[config.mk]
export PLATFORM = sky130hd
export DESIGN_NAME = fetch_unit_flat
export DESIGN_NICKNAME = d
export VERILOG_FILES = /design/src/rtl/fetch_pkg.sv /design/src/rtl/fetch_if.sv /design/src/rtl/fetch_fifo.sv /design/src/rtl/fetch_unit.sv /design/src/flat_wrapper.sv
export SDC_FILE = /design/constraint.sdc
export NUM_CORES = 1
export LEC_CHECK = 0
export CORE_AREA = 10 10 162 164
export DETAILED_ROUTE_END_ITERATION = 8
export DIE_AREA = 0 0 172 174
export SYNTH_ARGS = -nofsm -noshare
export SYNTH_HDL_FRONTEND = slang
export SYNTH_SLANG_ARGS = --single-unit
[constraint.sdc]
create_clock -name Clk -period 13.3 [get_ports Clk]
set_input_delay 1.995 -clock Clk [delete_from_list [all_inputs] [get_ports Clk]]
set_output_delay 1.995 -clock Clk [all_outputs]
set_load 0.1 [all_outputs]
[src/rtl/fetch_pkg.sv]
// Shared constants and types for the instruction-fetch stage.
package fetch_pkg;

  localparam int          ADDR_W_DEF  = 10;
  localparam logic [31:0] IM_BASE_DEF = 32'h0000_3000;
  localparam logic [31:0] NOP         = 32'h0000_0000;
  localparam int          ENTRY_W     = 65;

  // Fetch controller states.
  typedef enum logic [1:0] {
    IDLE = 2'd0,
    WAIT = 2'd1,
    DROP = 2'd2
  } state_t;

  // One buffered fetch result, as seen by decode.
  typedef struct packed {
    logic [31:0] instr;
    logic [31:0] pc;
    logic        err;
  } entry_t;

endpackage

[src/rtl/fetch_if.sv]
// Bus bundle between the fetch stage, the PC unit, instruction memory and decode.
//
// Handshakes:
//   memory  : ImReq/ImAddr are held stable until ImAck. A beat completes in the
//             cycle where ImReq=1 and ImAck=1, and ImData is valid in that cycle.
//             ImAck while ImReq=0 means nothing.
//   decode  : IrValid/Instr/IrPC/IrErr describe the head entry. It is consumed
//             at the edge where IrValid=1 and IrReady=1.
//   PC unit : PcAdvance=1 means PC steps by 4 at this edge. Flush=1 means PC
//             loads a branch target at this edge.
interface fetch_if #(
  parameter int ADDR_W = fetch_pkg::ADDR_W_DEF
);
  logic [31:0]       PC;
  logic              Flush;
  logic              PcAdvance;
  logic              ImReq;
  logic [ADDR_W-1:0] ImAddr;
  logic              ImAck;
  logic [31:0]       ImData;
  logic              IrValid;
  logic              IrReady;
  logic [31:0]       Instr;
  logic [31:0]       IrPC;
  logic              IrErr;

  modport master (
    input  PC, Flush, ImAck, ImData, IrReady,
    output PcAdvance, ImReq, ImAddr, IrValid, Instr, IrPC, IrErr
  );

  modport slave (
    output PC, Flush, ImAck, ImData, IrReady,
    input  PcAdvance, ImReq, ImAddr, IrValid, Instr, IrPC, IrErr
  );
endinterface

[src/rtl/fetch_fifo.sv]
// Two-entry synchronous FIFO holding fetched words on their way to decode.
// Clear wins over push/pop. A push is accepted when full only if a pop
// happens in the same cycle.
module fetch_fifo
  import fetch_pkg::*;
(
  input  logic               i_clk,
  input  logic               i_rst,
  input  logic               i_clear,
  input  logic               i_push,
  input  logic [ENTRY_W-1:0] i_data,
  input  logic               i_pop,
  output logic [ENTRY_W-1:0] o_head,
  output logic               o_full,
  output logic               o_empty,
  output logic [1:0]         o_count
);

  logic [ENTRY_W-1:0] r_mem [2];
  logic               r_wr_ptr;
  logic               r_rd_ptr;
  logic [1:0]         r_count;
  logic               w_do_push;
  logic               w_do_pop;

  assign w_do_pop  = i_pop && (r_count != 2'd0);
  assign w_do_push = i_push && ((r_count != 2'd2) || w_do_pop);

  // Pointer, occupancy and storage update.
  always_ff @(posedge i_clk) begin
    if (i_rst || i_clear) begin
      r_wr_ptr <= 1'b0;
      r_rd_ptr <= 1'b0;
      r_count  <= 2'd0;
    end else begin
      if (w_do_push) begin
        r_mem[r_wr_ptr] <= i_data;
        r_wr_ptr        <= ~r_wr_ptr;
      end
      if (w_do_pop) begin
        r_rd_ptr <= ~r_rd_ptr;
      end
      r_count <= r_count + {1'b0, w_do_push} - {1'b0, w_do_pop};
    end
  end

  assign o_head  = r_mem[r_rd_ptr];
  assign o_full  = (r_count == 2'd2);
  assign o_empty = (r_count == 2'd0);
  assign o_count = r_count;

endmodule

[src/rtl/fetch_unit.sv]
// Instruction-fetch stage: translates PC to a word address, runs one memory
// request at a time, buffers up to two results for decode and discards
// wrong-path data after a flush.
module fetch_unit
  import fetch_pkg::*;
#(
  parameter int          ADDR_W  = ADDR_W_DEF,
  parameter logic [31:0] IM_BASE = IM_BASE_DEF
) (
  input  logic       Clk,
  input  logic       Reset,
  fetch_if.master    bus,
  output state_t     o_dbg_state,
  output logic [1:0] o_dbg_count
);

  state_t            r_state;
  logic              r_req;
  logic [ADDR_W-1:0] r_addr;

  logic [31:0]       w_off;
  logic              w_pc_ok;
  logic [ADDR_W-1:0] w_addr;
  logic              w_ack;
  logic              w_issue;
  logic              w_push;
  entry_t            w_push_ent;
  entry_t            w_head;
  logic              w_full;
  logic              w_empty;
  logic [1:0]        w_count;

  // IM_BASE is word aligned, so alignment of the offset equals alignment of PC.
  assign w_off   = bus.PC - IM_BASE;
  assign w_pc_ok = (w_off[1:0] == 2'b00) && (bus.PC >= IM_BASE) &&
                   (w_off[31:ADDR_W+2] == '0);
  assign w_addr  = w_off[ADDR_W+1:2];

  // An ack only counts while a request is actually on the bus.
  assign w_ack = bus.ImAck && r_req;

  // Decide this cycle's issue and push; Flush and Reset suppress both.
  always_comb begin
    w_issue    = 1'b0;
    w_push     = 1'b0;
    w_push_ent = '0;
    if (!Reset && !bus.Flush) begin
      case (r_state)
        IDLE: begin
          if (!w_full) begin
            if (w_pc_ok) begin
              w_issue = 1'b1;
            end else begin
              w_push     = 1'b1;
              w_push_ent = '{instr: NOP, pc: bus.PC, err: 1'b1};
            end
          end
        end
        WAIT: begin
          if (w_ack) begin
            w_push     = 1'b1;
            w_push_ent = '{instr: bus.ImData, pc: bus.PC, err: 1'b0};
          end
        end
        default: ;
      endcase
    end
  end

  // Request FSM with registered ImReq/ImAddr.
  always_ff @(posedge Clk) begin
    if (Reset) begin
      r_state <= IDLE;
      r_req   <= 1'b0;
      r_addr  <= '0;
    end else begin
      case (r_state)
        IDLE: begin
          if (w_issue) begin
            r_req   <= 1'b1;
            r_addr  <= w_addr;
            r_state <= WAIT;
          end
        end
        WAIT: begin
          if (w_ack) begin
            r_req   <= 1'b0;
            r_state <= IDLE;
          end else if (bus.Flush) begin
            r_state <= DROP;
          end
        end
        DROP: begin
          if (w_ack) begin
            r_req   <= 1'b0;
            r_state <= IDLE;
          end
        end
        default: begin
          r_req   <= 1'b0;
          r_state <= IDLE;
        end
      endcase
    end
  end

  fetch_fifo u_fifo (
    .i_clk   (Clk),
    .i_rst   (Reset),
    .i_clear (bus.Flush),
    .i_push  (w_push),
    .i_data  (w_push_ent),
    .i_pop   (bus.IrReady),
    .o_head  (w_head),
    .o_full  (w_full),
    .o_empty (w_empty),
    .o_count (w_count)
  );

  assign bus.ImReq     = r_req;
  assign bus.ImAddr    = r_addr;
  assign bus.PcAdvance = w_push;
  assign bus.IrValid   = !w_empty;
  assign bus.Instr     = w_empty ? NOP   : w_head.instr;
  assign bus.IrPC      = w_empty ? 32'h0 : w_head.pc;
  assign bus.IrErr     = w_empty ? 1'b0  : w_head.err;

  assign o_dbg_state = r_state;
  assign o_dbg_count = w_count;

endmodule

[src/flat_wrapper.sv]
// flat-port wrapper written by rule: the top's interface ports become plain ports
module fetch_unit_flat import fetch_pkg::*;
#(
  parameter int          ADDR_W  = ADDR_W_DEF,
  parameter logic [31:0] IM_BASE = IM_BASE_DEF
)
  (Clk, Reset, o_dbg_state, o_dbg_count, bus_PC, bus_Flush, bus_ImAck, bus_ImData, bus_IrReady, bus_PcAdvance, bus_ImReq, bus_ImAddr, bus_IrValid, bus_Instr, bus_IrPC, bus_IrErr);
  fetch_if #(.ADDR_W(ADDR_W)) bus_i ();
  input  logic Clk;
  input  logic Reset;
  output state_t o_dbg_state;
  output logic [1:0] o_dbg_count;
  input wire logic [$bits(bus_i.PC)-1:0] bus_PC;
  input wire logic [$bits(bus_i.Flush)-1:0] bus_Flush;
  input wire logic [$bits(bus_i.ImAck)-1:0] bus_ImAck;
  input wire logic [$bits(bus_i.ImData)-1:0] bus_ImData;
  input wire logic [$bits(bus_i.IrReady)-1:0] bus_IrReady;
  output wire logic [$bits(bus_i.PcAdvance)-1:0] bus_PcAdvance;
  output wire logic [$bits(bus_i.ImReq)-1:0] bus_ImReq;
  output wire logic [$bits(bus_i.ImAddr)-1:0] bus_ImAddr;
  output wire logic [$bits(bus_i.IrValid)-1:0] bus_IrValid;
  output wire logic [$bits(bus_i.Instr)-1:0] bus_Instr;
  output wire logic [$bits(bus_i.IrPC)-1:0] bus_IrPC;
  output wire logic [$bits(bus_i.IrErr)-1:0] bus_IrErr;
  assign bus_i.PC = bus_PC;
  assign bus_i.Flush = bus_Flush;
  assign bus_i.ImAck = bus_ImAck;
  assign bus_i.ImData = bus_ImData;
  assign bus_i.IrReady = bus_IrReady;
  assign bus_PcAdvance = bus_i.PcAdvance;
  assign bus_ImReq = bus_i.ImReq;
  assign bus_ImAddr = bus_i.ImAddr;
  assign bus_IrValid = bus_i.IrValid;
  assign bus_Instr = bus_i.Instr;
  assign bus_IrPC = bus_i.IrPC;
  assign bus_IrErr = bus_i.IrErr;
  fetch_unit #(.ADDR_W(ADDR_W), .IM_BASE(IM_BASE)) u_core (.Clk(Clk), .Reset(Reset), .bus(bus_i), .o_dbg_state(o_dbg_state), .o_dbg_count(o_dbg_count));
endmodule
==> results of run 1 <==
==> registers in the layout, indices dropped and copies added, names as in the netlist, named ones only <==
register                cells
u_core.bus.ImAddr          10
u_core.bus.ImReq            1
u_core.o_dbg_state          2
u_core.u_fifo.o_count       2
u_core.u_fifo.r_mem       130
u_core.u_fifo.r_rd_ptr      1
u_core.u_fifo.r_wr_ptr      1
==> how the worst min path moves through the flow <==
stage                           end  slack (ns)  cells past startpoint
2_1_floorplan                  flop        0.52                      2
3_3_place_gp   u_core.bus.ImAddr[9]        0.47                      2
3_5_place_dp   u_core.bus.ImAddr[0]        0.47                      2
4_1_cts        u_core.bus.ImAddr[0]        0.48                      2
5_1_grt        u_core.bus.ImAddr[0]        0.50                      2
6_report       u_core.bus.ImAddr[0]        0.48                      2
==> cell type report <==
| type | instances | area (um^2) | share of cell area |
|---|---|---|---|
| flip-flops and latches | 148 | 4270 | 0.485 |
| multi-input cells | 279 | 1980 | 0.224 |
| repair buffers | 158 | 1560 | 0.177 |
| clock buffers | 17 | 425 | 0.0483 |
| well taps | 290 | 363 | 0.0412 |
| clock inverters | 15 | 185 | 0.0210 |
| inverters | 8 | 30.0 | 0.00341 |
==> worst min-delay path, delay by kind of cell, from the launching register on <==
| kind | cells | cell delay (ns) |
|---|---|---|
| flops | 1 | 0.31 |
| compound gates | 2 | 0.12 |
==> cell families after synthesis <==
group                    count (synthesis)  synth area share
AND/OR/NAND/NOR                        144             0.120
flip-flops                             148             0.671
adder cells (fa/ha/maj)                  5           0.00984
multiplexers                            70             0.111
AO/OA/AOI/OAI                           57            0.0602
XOR/XNOR                                 3           0.00413
buffers and inverters                   35            0.0240
==> layer usage <==
metal | vias to the layer above | share of wire | global-route usage
met3 | 15 | 0.085 | 0.0451
met4 | 0 | 0.014 | 0.0359
met5 | - | 0 | 0
li1 | 1991 | - | -
met2 | 124 | 0.49 | 0.187
met1 | 2033 | 0.41 | 0.126
==> stage by stage <==
| stage | area (um^2) | std cells | utilization | total power, mW |
|---|---|---|---|---|
| global placement | 8200 | 883 | 0.355 | 0.675 |
| detailed placement | 8200 | 883 | 0.355 | 0.676 |
| CTS | 8810 | 915 | 0.381 | 1.17 |
| global route | 8810 | 915 | 0.381 | 1.20 |
| finish | 8810 | 915 | 0.381 | 1.16 |
| floorplan | 6360 | 462 | - | 0.625 |
==> cells in the final DEF (no fill, tap or decap), types with 2 or more instances in the layout <==
cell type and count:
a21boi_0 30, nand2_1 3, a21oi_1 10, bufinv_16 2, mux2_2 3, edfxtp_1 130
xnor2_1 2, and2_1 37, nor4_1 4, clkbuf_16 17, nor2b_1 5, a211oi_4 2
dfxtp_1 17, inv_6 5, o21ai_0 9, mux2i_1 67, ha_1 5, buf_4 8
nor2_1 66, inv_8 4, clkdlybuf4s50_1 150, inv_1 8, nand3_1 9, nor3_1 5
==> where the power goes <==
group | internal, mW | switching, mW
Sequential | 0.518 | 0.00389
Clock | 0.286 | 0.209
Combinational | 0.0434 | 0.0985
Total | 0.847 | 0.311
==> impl_metrics.toml, run 1 <==
[status]
status = "completed"

[floorplanning]
die_area_mm2 = 0.0299
io_pins = 151
core-area_mm2 = 0.0231
start_util = 0.275
rows = 56
die_x_um = 172
die_h_um = 174

[power_and_ir_drop]
ir_drop_mv = 0.0750
power.density_mw_per_mm2 = 131
p_leak_nw = 2.93

[synth]
synth-main-ff-cell = "edfxtp_1"
ys_top_cells_by_area = "edfxtp_1 61%, mux2i_1 11%, dfxtp_1 5.7%"
ys_types = 43
syn-num-nets = 536
avgSynthCellArea_um2 = 13.8
synthTopCellsByCount = "130 x edfxtp_1, 68 x nor2_1, 67 x mux2i_1"
synth_seq_cells = 148
synth_area_leader_cell = "edfxtp_1"
yosysTopAreaCellShare = 0.614
netlist_instances = 462
synth.most_common_cell = "edfxtp_1"
yosysWarnings = 0
syn_area_mm2 = 0.00636
synth-edff-count = 130
ys_seq_area_frac = 0.671
async_reset_ff_frac = 0

[worst_setup_path]
crit_chain = "clkdlybuf4s50_1, nor4_1, and4_1, a21o_2, nand2_1, clkdlybuf4s50_1"
critPathCapture = "bus_PcAdvance"
slowest_stage = "clkdlybuf4s50_1"
critical_path.max_fanout = 34
start_kind = "input port"
cpLargestDelayFamily = "simple AND/OR/NAND/NOR gates"
cp_common_cell = "clkdlybuf4s50_1"
cp.required_ns = 11.31
r2r_slack_ns = 10.24
cpPeakStageDelay_ns = 1.00
worst_setup_path_end_kind = "output pin"
reg2reg_to = "u_core.u_fifo.o_count[1]"
critical_path_buf_inv_count = 2
crit_start = "bus_PC[20]"
crit_arrival_ns = 5.63
critPathKind = "input port to output pin"
reg2reg_from = "u_core.o_dbg_state[1]"
crit_cells = 6
rr_worst_depth = 13

[min_path]
hold_path_class = "flop to flop"
worstHoldStart = "u_core.bus.ImAddr[0]"

[sta]
finClkSkew_ns = 0.0134
fin_crit_sh = 0.573
period_needed_ns = 7.63
tightest_slew_ns = 1.17
setup_tns_ns = 0
fmax_ghz = 0.131
fin_ws_ns = 5.67
relSlewSlack = 0.220
drv_slew = 0
whs_ns = 0.480
rsz0062_at_grt = "no"
setup_viol = 0
final_hold_viol_count = 0

[clock_network]
cts_resized = 0
cts_tree = "done"
cts_sinks = 148
cts_root_buf = "clkbuf_16"
clkTransAtPathRegs_ns = 0.07
post-cts-setup-buffer-count = 0
worstSkewPairLatency_ns = 0.42
h-tree-depth = 4
cts_hold_buffers = 0
cts_inserted_buffers = 17
cts_buffer_depth = 2

[detailed_routing]
ant_nets = 0
post_drt_wl_per_cell_um = 18.1
drt-initial-drc-count = 193
wirelength_um = 16500
viasPerCell = 4.55
drc_errors = 0
via_count = 4163
first_pass_iters = 4

[final_layout]
diodes = 0
final_nets = 686
syn2layout_area_growth_pct = 38.6
fillerInstances = 2200
drive_gt1_frac = 0.0848

[placement]
detailed_place_hpwl_um = 11600
io_buffers = 150
post-place-ws_ns = 5.57
gp_congestion = 0.787

[global_routing]
antenna_found_initial = 0
grt_pass1_wl_um = 25800
grt_pass1_vias = 4506
grt_usage = 0.112
gr-total-overflow = 0
grt_max_degree = 66

[flow_run]
maxCapViolations = 0
(Power assumes the default switching activity.)
==> run 2: changes to the inputs <==
==> constraint.sdc (replaced) <==
create_clock -name Clk -period 7.7 [get_ports Clk]
set_input_delay 1.155 -clock Clk [delete_from_list [all_inputs] [get_ports Clk]]
set_output_delay 1.155 -clock Clk [all_outputs]
set_load 0.1 [all_outputs]
==> impl_metrics.toml, run 2 (same netlist as run 1, synthesis figures left out) <==
[status]
status = "completed"

[clock_network]
h-tree-depth = 4
worstSkewPairLatency_ns = 0.42
cts_hold_buffers = 0
cts_tree = "done"
cts_root_buf = "clkbuf_16"
cts_resized = 0
cts_inserted_buffers = 17
cts_buffer_depth = 2
clkTransAtPathRegs_ns = 0.07
post-cts-setup-buffer-count = 0
cts_sinks = 148

[final_layout]
drive_gt1_frac = 0.0835
largest_reg_flops = 130
fillerInstances = 2180
layout_common_cells = "150 x clkdlybuf4s50_1, 130 x edfxtp_1, 67 x mux2i_1"
diodes = 0
design_area_mm2 = 0.00878
top_register = "u_core.u_fifo.r_mem"
final_nets = 684
final_common_cell = "clkdlybuf4s50_1"
syn2layout_area_growth_pct = 38.1
postLayoutCoreUtil = 0.380

[placement]
gp_congestion = 0.803
detailed_place_hpwl_um = 11600
dpl_cell_area_mm2 = 0.00818
io_buffers = 150

[worst_setup_path]
worst_setup_path_end_kind = "output pin"
rr_worst_depth = 7
reg2reg_to = "u_core.u_fifo.r_mem[1][38]"
cp_common_cell = "clkdlybuf4s50_1"
critical_path_buf_inv_count = 2
critical_path.max_fanout = 34
start_kind = "input port"
slowest_stage = "clkdlybuf4s50_1"
crit_cells = 6
crit_start = "bus_PC[20]"
crit_chain = "clkdlybuf4s50_1, nor4_1, and4_1, a21o_2, nand2_1, clkdlybuf4s50_1"
critPathCapture = "bus_PcAdvance"
reg2reg_from = "u_core.o_dbg_state[0]"
cpLargestDelayFamily = "simple AND/OR/NAND/NOR gates"
cp.required_ns = 6.55
crit_arrival_ns = 4.62
cpPeakStageDelay_ns = 0.99
critPathKind = "input port to output pin"
r2r_slack_ns = 4.57

[floorplanning]
die_x_um = 172
start_util = 0.275
rows = 56
core-area_mm2 = 0.0231
io_pins = 151
die_area_mm2 = 0.0299
die_h_um = 174

[detailed_routing]
post_drt_wl_per_cell_um = 18.4
via_count = 4138
drc_errors = 0
wirelength_um = 16800
drt-initial-drc-count = 196
ant_nets = 0
first_pass_iters = 6
viasPerCell = 4.53

[sta]
tightest_slew_ns = 1.06
finClkSkew_ns = 0.0124
period_needed_ns = 5.77
fmax_ghz = 0.173
setup_viol = 0
relSlewSlack = 0.294
fin_crit_sh = 0.750
rsz0062_at_grt = "no"
final_hold_viol_count = 0
setup_tns_ns = 0
drv_slew = 0

[global_routing]
grt_max_degree = 66
grt_pass1_wl_um = 25800
antenna_found_initial = 0
gr-total-overflow = 0
grt_pass1_vias = 4499
grt_usage = 0.112

[power_and_ir_drop]
ir_drop_mv = 0.108
p_leak_nw = 2.92
power.density_mw_per_mm2 = 225

[min_path]
worstHoldStart = "u_core.bus.ImAddr[2]"
hold_path_class = "flop to flop"

[flow_run]
maxCapViolations = 0
## run 2: changes by cell type in the layout (fill, tap and decap cells not counted), sizes merged
cell / previous run / this run
inv: 17 / 19
clkinvlp: 1 / 0
clkinv: 3 / 1
clkbuf: 17 / 19
buf: 8 / 6
bufinv: 2 / 1
## run 2: metal layers
layer	routed length (um)	vias to the layer above	track usage	share of wire
met4	101	0	0.0323	0.0060
met1	7170	2028	0.131	0.43
met5	0	-	0	0
met3	1200	6	0.0426	0.071
met2	8340	119	0.186	0.50
li1	-	1985	-	-
## run 2: layout make-up
cell class	instances	area, um^2	share of cell area
Clock buffer	19	464	0.0529
Clock inverter	13	130	0.0148
Sequential cell	148	4270	0.486
Inverter	8	30.0	0.00342
Timing Repair Buffer	156	1550	0.176
Tap cell	290	363	0.0413
Multi-Input combinational cell	279	1980	0.225
## run 2: metrics by stage
step,setup slack (ns),hold WS (ns),power (mW),instances
6_report,1.93,0.488,1.98,913
5_1_grt,1.73,0.528,2.06,913
4_1_cts,1.88,0.492,2.01,913
3_5_place_dp,1.89,0.474,1.17,881
3_3_place_gp,1.98,0.477,1.17,881
2_1_floorplan,0.384,0.518,1.08,462
## run 2: power by group
group / internal (mW) / switching (mW)
clock network: 0.484 / 0.346
registers: 0.895 / 0.00782
logic: 0.0741 / 0.169
## run 2: worst min-delay path by stage
stage / to / slack [ns] / depth (start not counted)
floorplan: flop / 0.52 / 2
global placement: u_core.bus.ImAddr[0] / 0.48 / 2
finish: u_core.bus.ImAddr[2] / 0.49 / 2
global route: u_core.bus.ImAddr[7] / 0.53 / 2
CTS: u_core.bus.ImAddr[0] / 0.49 / 2
detailed placement: u_core.bus.ImAddr[0] / 0.47 / 2
## run 2: tightest hold or removal path, cell delays in order (launching register included)
cell,delay (ns)
dfxtp_1,0.32
o21ai_0,0.07
a21oi_1,0.06
